File: config.mk
export PLATFORM = sky130hd
export DESIGN_NAME = pimac_driver
export DESIGN_NICKNAME = d
export VERILOG_FILES = /design/src/rtl/pimac_driver.sv
export SDC_FILE = /design/constraint.sdc
export NUM_CORES = 1
export LEC_CHECK = 0
export CAP_MARGIN = 10
export CELL_PAD_IN_SITES_DETAIL_PLACEMENT = 0
export CELL_PAD_IN_SITES_GLOBAL_PLACEMENT = 1
export CORE_MARGIN = 4
export CORE_UTILIZATION = 29
export CTS_BUF_LIST = sky130_fd_sc_hd__clkbuf_16
export CTS_CLUSTER_DIAMETER = 50
export CTS_CLUSTER_SIZE = 24
export DETAILED_ROUTE_END_ITERATION = 8
export GPL_TIMING_DRIVEN = 0
export PLACE_DENSITY_LB_ADDON = 0.1
export SETUP_SLACK_MARGIN = 0.3
export SLEW_MARGIN = 10
export SYNTH_ARGS = -nofsm -noshare
export SYNTH_HDL_FRONTEND = slang
export SYNTH_SLANG_ARGS = --single-unit
File: constraint.sdc
create_clock -name clk -period 1.6 [get_ports clk]
set_input_delay 0.24 -clock clk [delete_from_list [all_inputs] [get_ports clk]]
set_output_delay 0.24 -clock clk [all_outputs]
set_load 0.02 [all_outputs]
File: src/rtl/pimac_driver.sv
// Byte-stream sequencer for the PiMAC: assembles a/b/c, waits out the MAC
// latency, returns the result. Define PIMAC_DRV_OPCNT_EN to add op_count.
module pimac_driver #(
  parameter int unsigned MAC_LATENCY = 1
) (
  input  logic       clk,
  input  logic       rst_n,
  input  logic       in_valid,
  input  logic [7:0] in_data,
  output logic       in_ready,
  output logic [3:0] mac_a,
  output logic [3:0] mac_b,
  output logic [3:0] mac_c,
  input  logic [7:0] mac_result,
  output logic       res_valid,
  output logic [7:0] res_data,
  input  logic       res_ready
`ifdef PIMAC_DRV_OPCNT_EN
  ,
  output logic [7:0] op_count
`endif
);

  typedef enum logic [1:0] {S_AB, S_C, S_WAIT, S_RES} state_t;

  state_t     state;
  logic [3:0] cnt;

  assign in_ready  = (state == S_AB) || (state == S_C);
  assign res_valid = (state == S_RES);

  always_ff @(posedge clk) begin
    if (!rst_n) begin
      state    <= S_AB;
      cnt      <= '0;
      mac_a    <= '0;
      mac_b    <= '0;
      mac_c    <= '0;
      res_data <= '0;
    end else begin
      case (state)
        S_AB: if (in_valid) begin
          mac_a <= in_data[3:0];
          mac_b <= in_data[7:4];
          state <= S_C;
        end
        S_C: if (in_valid) begin
          mac_c <= in_data[3:0];
          cnt   <= 4'(MAC_LATENCY);
          state <= S_WAIT;
        end
        // Capture one edge after the count expires, so a MAC with
        // MAC_LATENCY register stages has settled its output.
        S_WAIT: begin
          if (cnt == 4'd0) begin
            res_data <= mac_result;
            state    <= S_RES;
          end else begin
            cnt <= cnt - 4'd1;
          end
        end
        S_RES: if (res_ready) state <= S_AB;
        default: state <= S_AB;
      endcase
    end
  end

`ifdef PIMAC_DRV_OPCNT_EN
  always_ff @(posedge clk) begin
    if (!rst_n) begin
      op_count <= '0;
    end else if (state == S_RES && res_ready) begin
      op_count <= op_count + 8'd1;
    end
  end
`endif

endmodule

==> results of run 1 <==
[worst min-delay path: stages]
cell,delay [ns]
clkbuf_2,0.20
nand3_1,0.13
a21boi_1,0.06
[power breakdown]
group / internal [W] / switching (W) / leakage [nW]
Clock: 0.000498 / 0.000238 / 0.0511
Combinational: 0.000766 / 0.000727 / 0.603
Sequential: 0.000813 / 0.000116 / 0.214
[cell families after synthesis]
kind of cell,share of synthesized area [%]
adders and majority gates,7.31
DFF,43.5
muxes,1.67
and+or+nand+nor,21.9
buffers and inverters,5.85
AOI/OAI and AO/OA,19.7
[through the flow]
stage	hold slack (ns)	cell area [sq um]	std cells	total power, W	utilization (%)
after floorplan	0.381	1210	136	0.00162	-
final	0.420	2030	248	0.00316	50.6
after global placement	0.450	1680	226	0.00202	41.9
after CTS	0.360	1960	246	0.00303	49.0
after detailed placement	0.461	1680	226	0.00204	41.9
after global routing	0.444	2030	248	0.00337	50.6
[worst min path at each step]
stage	start	end	cells after the start
3_5_place_dp	res_data[3]	res_data[3]	2
5_1_grt	in_valid	mac_a[2]	3
4_1_cts	in_valid	mac_a[1]	3
2_1_floorplan	rst_n	state[1]	2
6_report	in_valid	mac_a[1]	3
3_3_place_gp	mac_b[2]	mac_b[2]	2
[cell usage after synthesis, types with 2 or more instances]
cell | instances | area share [%]
a21oi_1 | 2 | 0.84
inv_1 | 7 | 2.2
or4_1 | 2 | 1.3
nand2_1 | 33 | 10
dfxtp_1 | 26 | 43
ha_1 | 7 | 7.3
clkbuf_1 | 3 | 0.94
nand3_1 | 12 | 5.0
a21boi_0 | 20 | 13
mux2i_1 | 2 | 1.7
o21ai_0 | 4 | 1.7
[routing by layer]
layer / GRT usage (%) / vias to the layer above / share of wire, %
li1: - / 591 / -
met1: 16.7 / 536 / 44
met2: 23.8 / 28 / 50
met3: 2.91 / 4 / 4.8
met4: 5.01 / 0 / 1.2
met5: 0 / - / 0
[cell type report]
cell class / count / area (sq um)
Buffer: 8 / 63.8
Clock buffer: 3 / 75.1
Clock inverter: 1 / 30.0
Fill cell: 387 / 1970
Inverter: 7 / 31.3
Multi-Input combinational cell: 95 / 716
Sequential cell: 26 / 529
Tap cell: 50 / 62.6
Timing Repair Buffer: 58 / 518
[sequential cells by signal, summed over array words and instances, names as in the netlist]
signal	count
mac_c	4
state	2
res_data	8
mac_a	4
mac_b	4
cnt	4
[what timing repair did]
action | 4_1_cts | 5_1_grt
setup endpoints to repair | 42 | 28
pin swaps | 11 | 6
resized for setup | 56 | 23
setup buffers | 16 | 2
==> qor.yml, run 1 <==
global_routing:
  grt_pass1_wl_um: 5660
  grt_max_degree: 16
  globalRouteOverflowTotal: 0
  grt_pass1_vias: 1245
  antenna_found_initial: 0
  grt_usage_pct: 13.7
timing:
  highest_clock_rate_mhz: 593
  slew_violations: 0
  finalWorstPathRequiredPeriod_ns: 1.69
  finalWorstSetupSlack_ns: -0.0867
  final-hold-violation-count: 0
  tns_ns: -0.151
  maxSlewHeadroom_pct: 71.9
  finalCritPeriodShare_pct: 105
  tightest_slew_ns: 0.417
  post_route_skew_ns: 0.00208
  finish_stage_setup_viols: 3
  rsz0062_at_grt: "true"
routing:
  antenna_left: 0
  vias_per_cell: 4.67
  route.vias.total: 1159
  routed_wire_length_per_instance_um: 13.7
  drt_pre_antenna_iters: 4
  routed_wirelength_um: 3390
  drt_drc_violations_left: 0
  drt_first_iter_violations: 24
place:
  io_buffers: 40
  detailed_placement_wirelength_estimate_um: 2250
  dp_slack_ns: -0.169
  routabilityCongestion: 0.678
status:
  violations: "negative setup slack"
  outcome: "finished with violations"
worst_setup_path:
  cpLargestDelayFamily: "flip-flops"
  cp-startpoint: "state[0]"
  kind_of_launch_point_of_the_worst_setup_path: "flop"
  path_cells: "inv_4 > ha_4 > buf_6 > or2_4 > a222oi_1 > buf_4 > mux2i_1"
  arrival_ns: 1.86
  critical_path.n_buffers_inverters: 3
  worstReg2RegEnd: "state[1]"
  critical_path_depth: 7
  cp_data_required_time_ns: 1.78
  timing.critical_path.fanout_max: 3
  setup.reg_to_reg.worst_slack_ns: -0.09
  critPathCaptureType: "flop"
  crit_end: "state[1]"
  r2r_start: "state[0]"
  cpPeakStageDelay_ns: 0.38
  cp_slowest_cell: "dfxtp_4"
  timing.setup.critical_path_class: "flop to flop"
  reg2reg_depth: 7
cells_and_area:
  layout-drive-gt1-share_pct: 26.8
  layout_commonest_cell: "nand2_1"
  antenna_cells: 0
  nNetsFinal: 226
  layout-area-overhead-vs-synth_pct: 69.2
  highest_count_cells_in_the_layout_ignoring_fill_and_taps: "nand2_1 (31), dfxtp_1 (23), dlygate4sd2_1 (20), clkdlybuf4s50_1 (18), buf_4 (15)"
synth:
  ys.flop_type: "dfxtp_1"
  total_of_flip_flops_plus_latches_after_synthesis: 26
  synth_sequential_area_ratio_pct: 43.5
  synthesis.area_sq_um: 1200
  yosys_warnings: 0
  synthesis.area_per_instance_sq_um: 8.80
  synth_edf_count: 0
  netlist-cell-type-count: 29
  netlist_instances: 136
  synth_fp_nets: 163
  synth-async-reset-ratio_pct: 0
pwr:
  leakage_nw: 0.868
  power.density_cell_area_nw_per_um2: 1560
  power.ir.vdd_worst_mv: 0.542
cts:
  cts_buffers: 3
  clk_transition_reported_paths_ns: 0.07
  tritoncts: "yes"
  cts_max_path_buffers: 2
  clock-sinks: 26
  worstSkewPairLatency_ns: 0.26
  htree_levels: 1
  post_cts_hold_buffer_count: 0
  root_buffer: "clkbuf_16"
die:
  core.rowCount: 23
  standard_cell_core_area_sq_um: 4000
  starting_density_of_the_core_pct: 29.9
  chipHeight_um: 72.3
  ios: 42
  fp.dieW_um: 72.3
  fp.dieArea_sq_um: 5220
run:
  drv_cap: 0
min_path:
  timing.hold.worst.class: "primary input to flop"
(Power assumes the default switching activity.)
==> inputs of run 2 (changes only) <==
--- a/config.mk
+++ b/config.mk
@@ -5,11 +5,12 @@
 export SDC_FILE = /design/constraint.sdc
 export NUM_CORES = 1
 export LEC_CHECK = 0
+export ABC_AREA = 1
 export CAP_MARGIN = 10
 export CELL_PAD_IN_SITES_DETAIL_PLACEMENT = 0
 export CELL_PAD_IN_SITES_GLOBAL_PLACEMENT = 1
 export CORE_MARGIN = 4
-export CORE_UTILIZATION = 29
+export CORE_UTILIZATION = 30
 export CTS_BUF_LIST = sky130_fd_sc_hd__clkbuf_16
 export CTS_CLUSTER_DIAMETER = 50
 export CTS_CLUSTER_SIZE = 24
==> constraint.sdc (replaced) <==
create_clock -name clk -period 1.8 [get_ports clk]
set_input_delay 0.27 -clock clk [delete_from_list [all_inputs] [get_ports clk]]
set_output_delay 0.27 -clock clk [all_outputs]
set_load 0.02 [all_outputs]
==> qor.yml, run 2 <==
timing:
  finalCritPeriodShare_pct: 82.6
  finalWorstPathRequiredPeriod_ns: 1.49
  tightest_slew_ns: 0.343  # -0.0739 ns
  maxSlewHeadroom_pct: 77.1  # +5.2 points
  rsz0062_at_grt: "true"
  timing.hold.ws_ns: 0.443  # +0.0222 ns
  post_route_skew_ns: 0.00294  # +0.000856 ns
  highest_clock_rate_mhz: 673
  slew_violations: 0  # unchanged
  tns_ns: 0  # +0.151 ns
  final-hold-violation-count: 0  # unchanged
  finish_stage_setup_viols: 0  # -3
  finalWorstSetupSlack_ns: 0.314  # +0.400 ns
synth:
  synth_edf_count: 0  # unchanged
  total_of_flip_flops_plus_latches_after_synthesis: 26  # unchanged
  post_synth_main_area_contributors: "dfxtp_1 (45%), nor2_1 (12%), o21ai_0 (7.8%)"
  post_synth_and_or_nand_nor_area_fraction_pct: 22.7  # +0.77 points
  muxShareOfSynthArea_pct: 0  # -1.7 points
  ys.flop_type: "dfxtp_1"
  netlist_instances: 156  # +15%
  synth_adder_area_share_pct: 7.61  # +0.29 points
  synthesis.area_per_instance_sq_um: 7.38  # -16%
  yosys_warnings: 0  # unchanged
  synth_sequential_area_ratio_pct: 45.2  # +1.7 points
  post-synth-top-area-cell: "dfxtp_1"
  yosysMostFrequentCell: "nor2_1"
  synthesis.area_sq_um: 1150  # -3.9%
  main_combinational_cell_family_by_area_after_synthesis: "simple AND/OR/NAND/NOR gates"
  synth_compound_gate_area_share_pct: 13.9  # -5.8 points
  synth_xor_area_share_pct: 0  # unchanged
  commonest_cells_in_the_netlist: "nor2_1 (36), dfxtp_1 (26), inv_1 (24), o21ai_0 (18), nand2_1 (16)"
  synth_fp_nets: 183  # +12%
  netlist-cell-type-count: 17  # -41%
  synth-async-reset-ratio_pct: 0  # unchanged
  synth_top_cell_area_share_pct: 45.2  # +1.7 points
cells_and_area:
  multi_input_area_sq_um: 517  # -28%
  final_design_area_no_fill_sq_um: 1750  # -13%
  final.fill_count: 372  # -3.9%
  largest_register_ffs: 8  # unchanged
  area.sequential_sq_um: 523  # -1.2%
  layout-drive-gt1-share_pct: 8.46  # -18 points
  highest_count_cells_in_the_layout_ignoring_fill_and_taps: "nor2_1 (35), clkdlybuf4s50_1 (28), inv_1 (24), dfxtp_1 (24), o21ai_0 (18)"
  layout_commonest_cell: "nor2_1"
  antenna_cells: 0  # unchanged
  layout.core_utilization_pct: 47.6  # -3.1 points
  largest_register: "res_data"
  layout-area-overhead-vs-synth_pct: 52.4
  nNetsFinal: 229  # +1.3%
die:
  standard_cell_core_area_sq_um: 3690  # -7.8%
  starting_density_of_the_core_pct: 31.2  # +1.3 points
  core.rowCount: 22  # -4.3%
  fp.dieArea_sq_um: 4890  # -6.3%
  fp.dieW_um: 69.9  # -3.2%
  ios: 42  # unchanged
  chipHeight_um: 69.9  # -3.2%
global_routing:
  globalRouteOverflowTotal: 0  # unchanged
  grt_pass1_vias: 1012  # -19%
  grt_max_degree: 16  # unchanged
  grt_pass1_wl_um: 4690  # -17%
  antenna_found_initial: 0  # unchanged
  grt_usage_pct: 11.8  # -1.9 points
worst_setup_path:
  cp-startpoint: "state[1]"
  timing.setup.critical_path_class: "flop to output port"
  critPathCaptureType: "output port"
  timing.critical_path.fanout_max: 4  # +1
  kind_of_launch_point_of_the_worst_setup_path: "flop"
  reg2reg_depth: 7  # unchanged
  r2r_start: "state[1]"
  arrival_ns: 1.22  # -0.64 ns
  cp_data_required_time_ns: 1.53  # -0.25 ns
routing:
  drt_first_iter_violations: 49  # +100%
  route.vias.total: 1079  # -6.9%
  routed_wirelength_um: 2680  # -21%
  drt_pre_antenna_iters: 4  # unchanged
  routed_wire_length_per_instance_um: 10.8  # -21%
  antenna_left: 0  # unchanged
  drt_drc_violations_left: 0  # unchanged
  vias_per_cell: 4.33  # -7.3%
place:
  detailed_placement_wirelength_estimate_um: 2060  # -8.3%
  dp_slack_ns: 0.143  # +0.312 ns
  routabilityCongestion: 0.795  # +17%
  io_buffers: 41  # +2.5%
  dpl_cell_area_sq_um: 1620  # -3.2%
cts:
  root_buffer: "clkbuf_16"
  clock-sinks: 26  # unchanged
  cts_max_path_buffers: 2  # unchanged
  htree_levels: 1  # unchanged
  worstSkewPairLatency_ns: 0.26  # about the same
  cts_buffers: 3  # unchanged
  clk_transition_reported_paths_ns: 0.06  # about the same
  tritoncts: "yes"
  post_cts_hold_buffer_count: 0  # unchanged
pwr:
  power.density_cell_area_nw_per_um2: 1660  # +6.5%
  power.ir.vdd_worst_mv: 0.752  # +39%
  leakage_nw: 0.899  # +3.6%
min_path:
  timing.hold.worst.class: "flop to flop"
  timing.hold.worst_path_depth: 2  # -1
  worst_hold_startpoint: "res_data[2]"
run:
  drv_cap: 0  # unchanged
status:
  outcome: "completed"
## run 2: changes by cell type in the layout (fill, tap and decap cells not counted), moves of 4 or more
cell             previous run  this run
a21boi_0                    7         0
a21boi_1                   14         0
a21oi_1                     0        11
buf_4                      15         0
buf_6                       8         2
clkdlybuf4s50_1            18        28
dlygate4sd2_1              20         2
dlymetal6s2s_1              0        10
ha_4                        4         0
inv_1                       5        24
nand2_1                    31        15
nand3_1                    12         4
nor2_1                      0        35
o21ai_0                     4        18
## run 2: area by class of cell
type	instances	area share (%)
inverter	24	5.14
clock buffer	3	4.28
timing repair buffer	41	24.4
clock inverter	1	1.71
buffer	4	1.78
tap	48	3.42
sequential	26	29.8
multi-input combinational	102	29.5
## run 2: power breakdown
part	switching, W	internal [W]	total, W
clock network	0.000196	0.000442	0.000638
logic	0.000784	0.000587	0.00137
registers	0.000110	0.000793	0.000902
total	0.00109	0.00182	0.00291
## run 2: routing by layer
layer  GRT usage, %  wire length, um  vias to the layer above
met5              0                0                        -
met4           4.47               24                        0
met3           3.74              142                        2
met2           19.6             1260                       25
met1           14.2             1250                      472
li1               -                -                      580
## run 2: cells by family (layout without fill, tap and decap cells)
group,count (synthesis),in the layout
AO/OA/AOI/OAI,32,32
adder cells (fa/ha/maj),7,7
buffers and inverters,28,73
flip-flops,26,26
AND/OR/NAND/NOR,63,63
## run 2: worst paths after layout
path,to,slack [ns]
min,res_data[2],0.44
max,in_ready,0.31
max reg2reg,cnt[3],0.45
min reg2reg,res_data[2],0.44
## run 2: through the flow
step | instances | total power [W]
floorplan | 156 | 0.00180
global placement | 245 | 0.00230
detailed placement | 245 | 0.00233
CTS | 249 | 0.00297
global route | 249 | 0.00318
finish | 249 | 0.00291
## run 2: repair_timing
item / 4_1_cts / 5_1_grt
setup endpoints to repair: 4 / 17
gates resized for setup: 6 / 14
buffers inserted: 0 / 0
cloned: 0 / 0
## run 2: worst max-delay path, stage by stage (launching register included)
cell and delay [ns]:
dfxtp_2 0.35, inv_1 0.08, ha_1 0.23, nor2_2 0.11, inv_1 0.04, clkbuf_2 0.15
==> inputs of run 3 (changes only) <==
==> constraint.sdc (replaced) <==
create_clock -name clk -period 1.4 [get_ports clk]
set_input_delay 0.21 -clock clk [delete_from_list [all_inputs] [get_ports clk]]
set_output_delay 0.21 -clock clk [all_outputs]
set_load 0.02 [all_outputs]
==> qor.yml, run 3 (same netlist as run 2, synthesis figures left out) <==
place:
  routabilityCongestion: 0.708  # -11%
  dp_slack_ns: -0.111  # -0.254 ns
  detailed_placement_wirelength_estimate_um: 2210  # +7.3%
  io_buffers: 41  # unchanged
routing:
  routed_wire_length_per_instance_um: 11.6  # +7.4%
  drt_pre_antenna_iters: 3  # -1
  drt_drc_violations_left: 0  # unchanged
  vias_per_cell: 4.35  # +0.48%
  drt_first_iter_violations: 8  # -84%
  routed_wirelength_um: 2970  # +11%
  antenna_left: 0  # unchanged
  route.vias.total: 1119  # +3.7%
die:
  ios: 42  # unchanged
  fp.dieArea_sq_um: 4890  # unchanged
  chipHeight_um: 69.9  # unchanged
  starting_density_of_the_core_pct: 31.2  # unchanged
  core.rowCount: 22  # unchanged
  fp.dieW_um: 69.9  # unchanged
  standard_cell_core_area_sq_um: 3690  # unchanged
pwr:
  totalPowerFinal_w: 0.00420  # +44%
  leakage_nw: 0.827  # -8.0%
  power.ir.vdd_worst_mv: 1.36  # +81%
  power.density_cell_area_nw_per_um2: 2160  # +30%
cts:
  root_buffer: "clkbuf_16"
  clk_transition_reported_paths_ns: 0.06  # about the same
  htree_levels: 1  # unchanged
  tritoncts: "yes"
  cts_max_path_buffers: 2  # unchanged
  cts_buffers: 3  # unchanged
  clock-sinks: 26  # unchanged
  post_cts_hold_buffer_count: 0  # unchanged
  worstSkewPairLatency_ns: 0.26  # about the same
timing:
  slew_violations: 0  # unchanged
  tightest_slew_ns: 0.272  # -0.0711 ns
  finalWorstPathRequiredPeriod_ns: 1.32
  finish_stage_setup_viols: 0  # unchanged
  maxSlewHeadroom_pct: 81.9  # +4.7 points
  finalCritPeriodShare_pct: 94.0
  final-hold-violation-count: 0  # unchanged
  finalWorstSetupSlack_ns: 0.0838  # -0.230 ns
  post_route_skew_ns: 0.00237  # -0.000571 ns
  highest_clock_rate_mhz: 760
  timing.hold.ws_ns: 0.318  # -0.125 ns
  rsz0062_at_grt: "true"
cells_and_area:
  layout.core_utilization_pct: 52.6  # +5.0 points
  final.fill_count: 363  # -2.4%
  multi_input_area_sq_um: 671  # +30%
  layout_commonest_cell: "nor2_1"
  layout-area-overhead-vs-synth_pct: 68.5
  highest_count_cells_in_the_layout_ignoring_fill_and_taps: "nor2_1 (33), dfxtp_1 (24), inv_1 (18), clkdlybuf4s50_1 (18), o21ai_0 (12)"
  largest_register: "res_data"
  layout-drive-gt1-share_pct: 37.8  # +29 points
  area.sequential_sq_um: 528  # +0.96%
  largest_register_ffs: 8  # unchanged
  antenna_cells: 0  # unchanged
  nNetsFinal: 237  # +3.5%
status:
  outcome: "completed"
global_routing:
  antenna_found_initial: 0  # unchanged
  globalRouteOverflowTotal: 0  # unchanged
  grt_pass1_wl_um: 4920  # +5.0%
  grt_pass1_vias: 1078  # +6.5%
  grt_max_degree: 16  # unchanged
  grt_usage_pct: 12.6  # +0.73 points
worst_setup_path:
  timing.critical_path.fanout_max: 3  # -1
  timing.setup.critical_path_class: "flop to output port"
  cp_slowest_cell: "dfxtp_4"
  kind_of_launch_point_of_the_worst_setup_path: "flop"
  arrival_ns: 1.11  # -0.11 ns
  cp_data_required_time_ns: 1.19  # -0.34 ns
  path_cells: "inv_4 > ha_4 > nor2_4 > inv_2 > buf_6"
  critPathCaptureType: "output port"
  cpPeakStageDelay_ns: 0.37  # +0.02 ns
min_path:
  timing.hold.worst.class: "primary input to flop"
run:
  drv_cap: 0  # unchanged
[run 3: cell types whose count changed in the layout (fill, tap and decap cells not counted), sizes merged]
cell	delta
buf	+17
bufinv	-1
clkbuf	+4
dlymetal6s2s	-9
clkdlybuf4s50	-10
dlygate4sd2	-2
clkdlybuf4s15	+9
[run 3: final timing paths]
path / start / to / slack (ns) / cells past startpoint
setup / recovery: state[1] / in_ready / 0.08 / 5
hold / removal: rst_n / res_data[2] / 0.32 / 3
setup reg to reg: state[0] / cnt[2] / 0.09 / 8
hold reg to reg: res_data[4] / res_data[4] / 0.44 / 2
[run 3: worst max-delay path: cells and delay by family, from the launching register on]
family | cells | cell delay, ns
buf+inv | 3 | 0.21
simple gates | 1 | 0.11
flops | 1 | 0.37
fa+ha+maj | 1 | 0.17
[run 3: layer usage]
metal  GRT usage [%]  up-vias  routed length (um)
met3            3.88        2                 149
met1            14.6      499                1290
met2            21.9       25                1510
li1                -      593                   -
met5               0        -                   0
met4            3.83        0                  24
[run 3: layout make-up]
class                      count  share of cell area [%]
buffer                         4                    1.94
clock buffer                   4                    5.16
inverter                      24                    5.03
multi-input combinational    102                    34.6
sequential                    26                    27.2
tap                           48                    3.10
timing repair buffer          49                    23.0
[run 3: timing repair]
item / CTS / global route
pin swaps: 12 / 8
setup endpoints to repair: 47 / 39
endpoints found under the hold margin: 0 / 0
cloned: 2 / 0
setup buffers: 5 / 1
gates resized for setup: 99 / 23
[run 3: power by group]
group / internal, W / switching [W]
Combinational: 0.000970 / 0.00129
Clock: 0.000496 / 0.000248
Sequential: 0.00103 / 0.000164
[run 3: stage by stage]
step	std cells	TNS [ns]	cell area [sq um]
finish	257	0	1940
global route	257	0	1940
CTS	256	0	1960
detailed placement	245	-0.519	1690
global placement	245	-0.273	1690
floorplan	156	0	1220
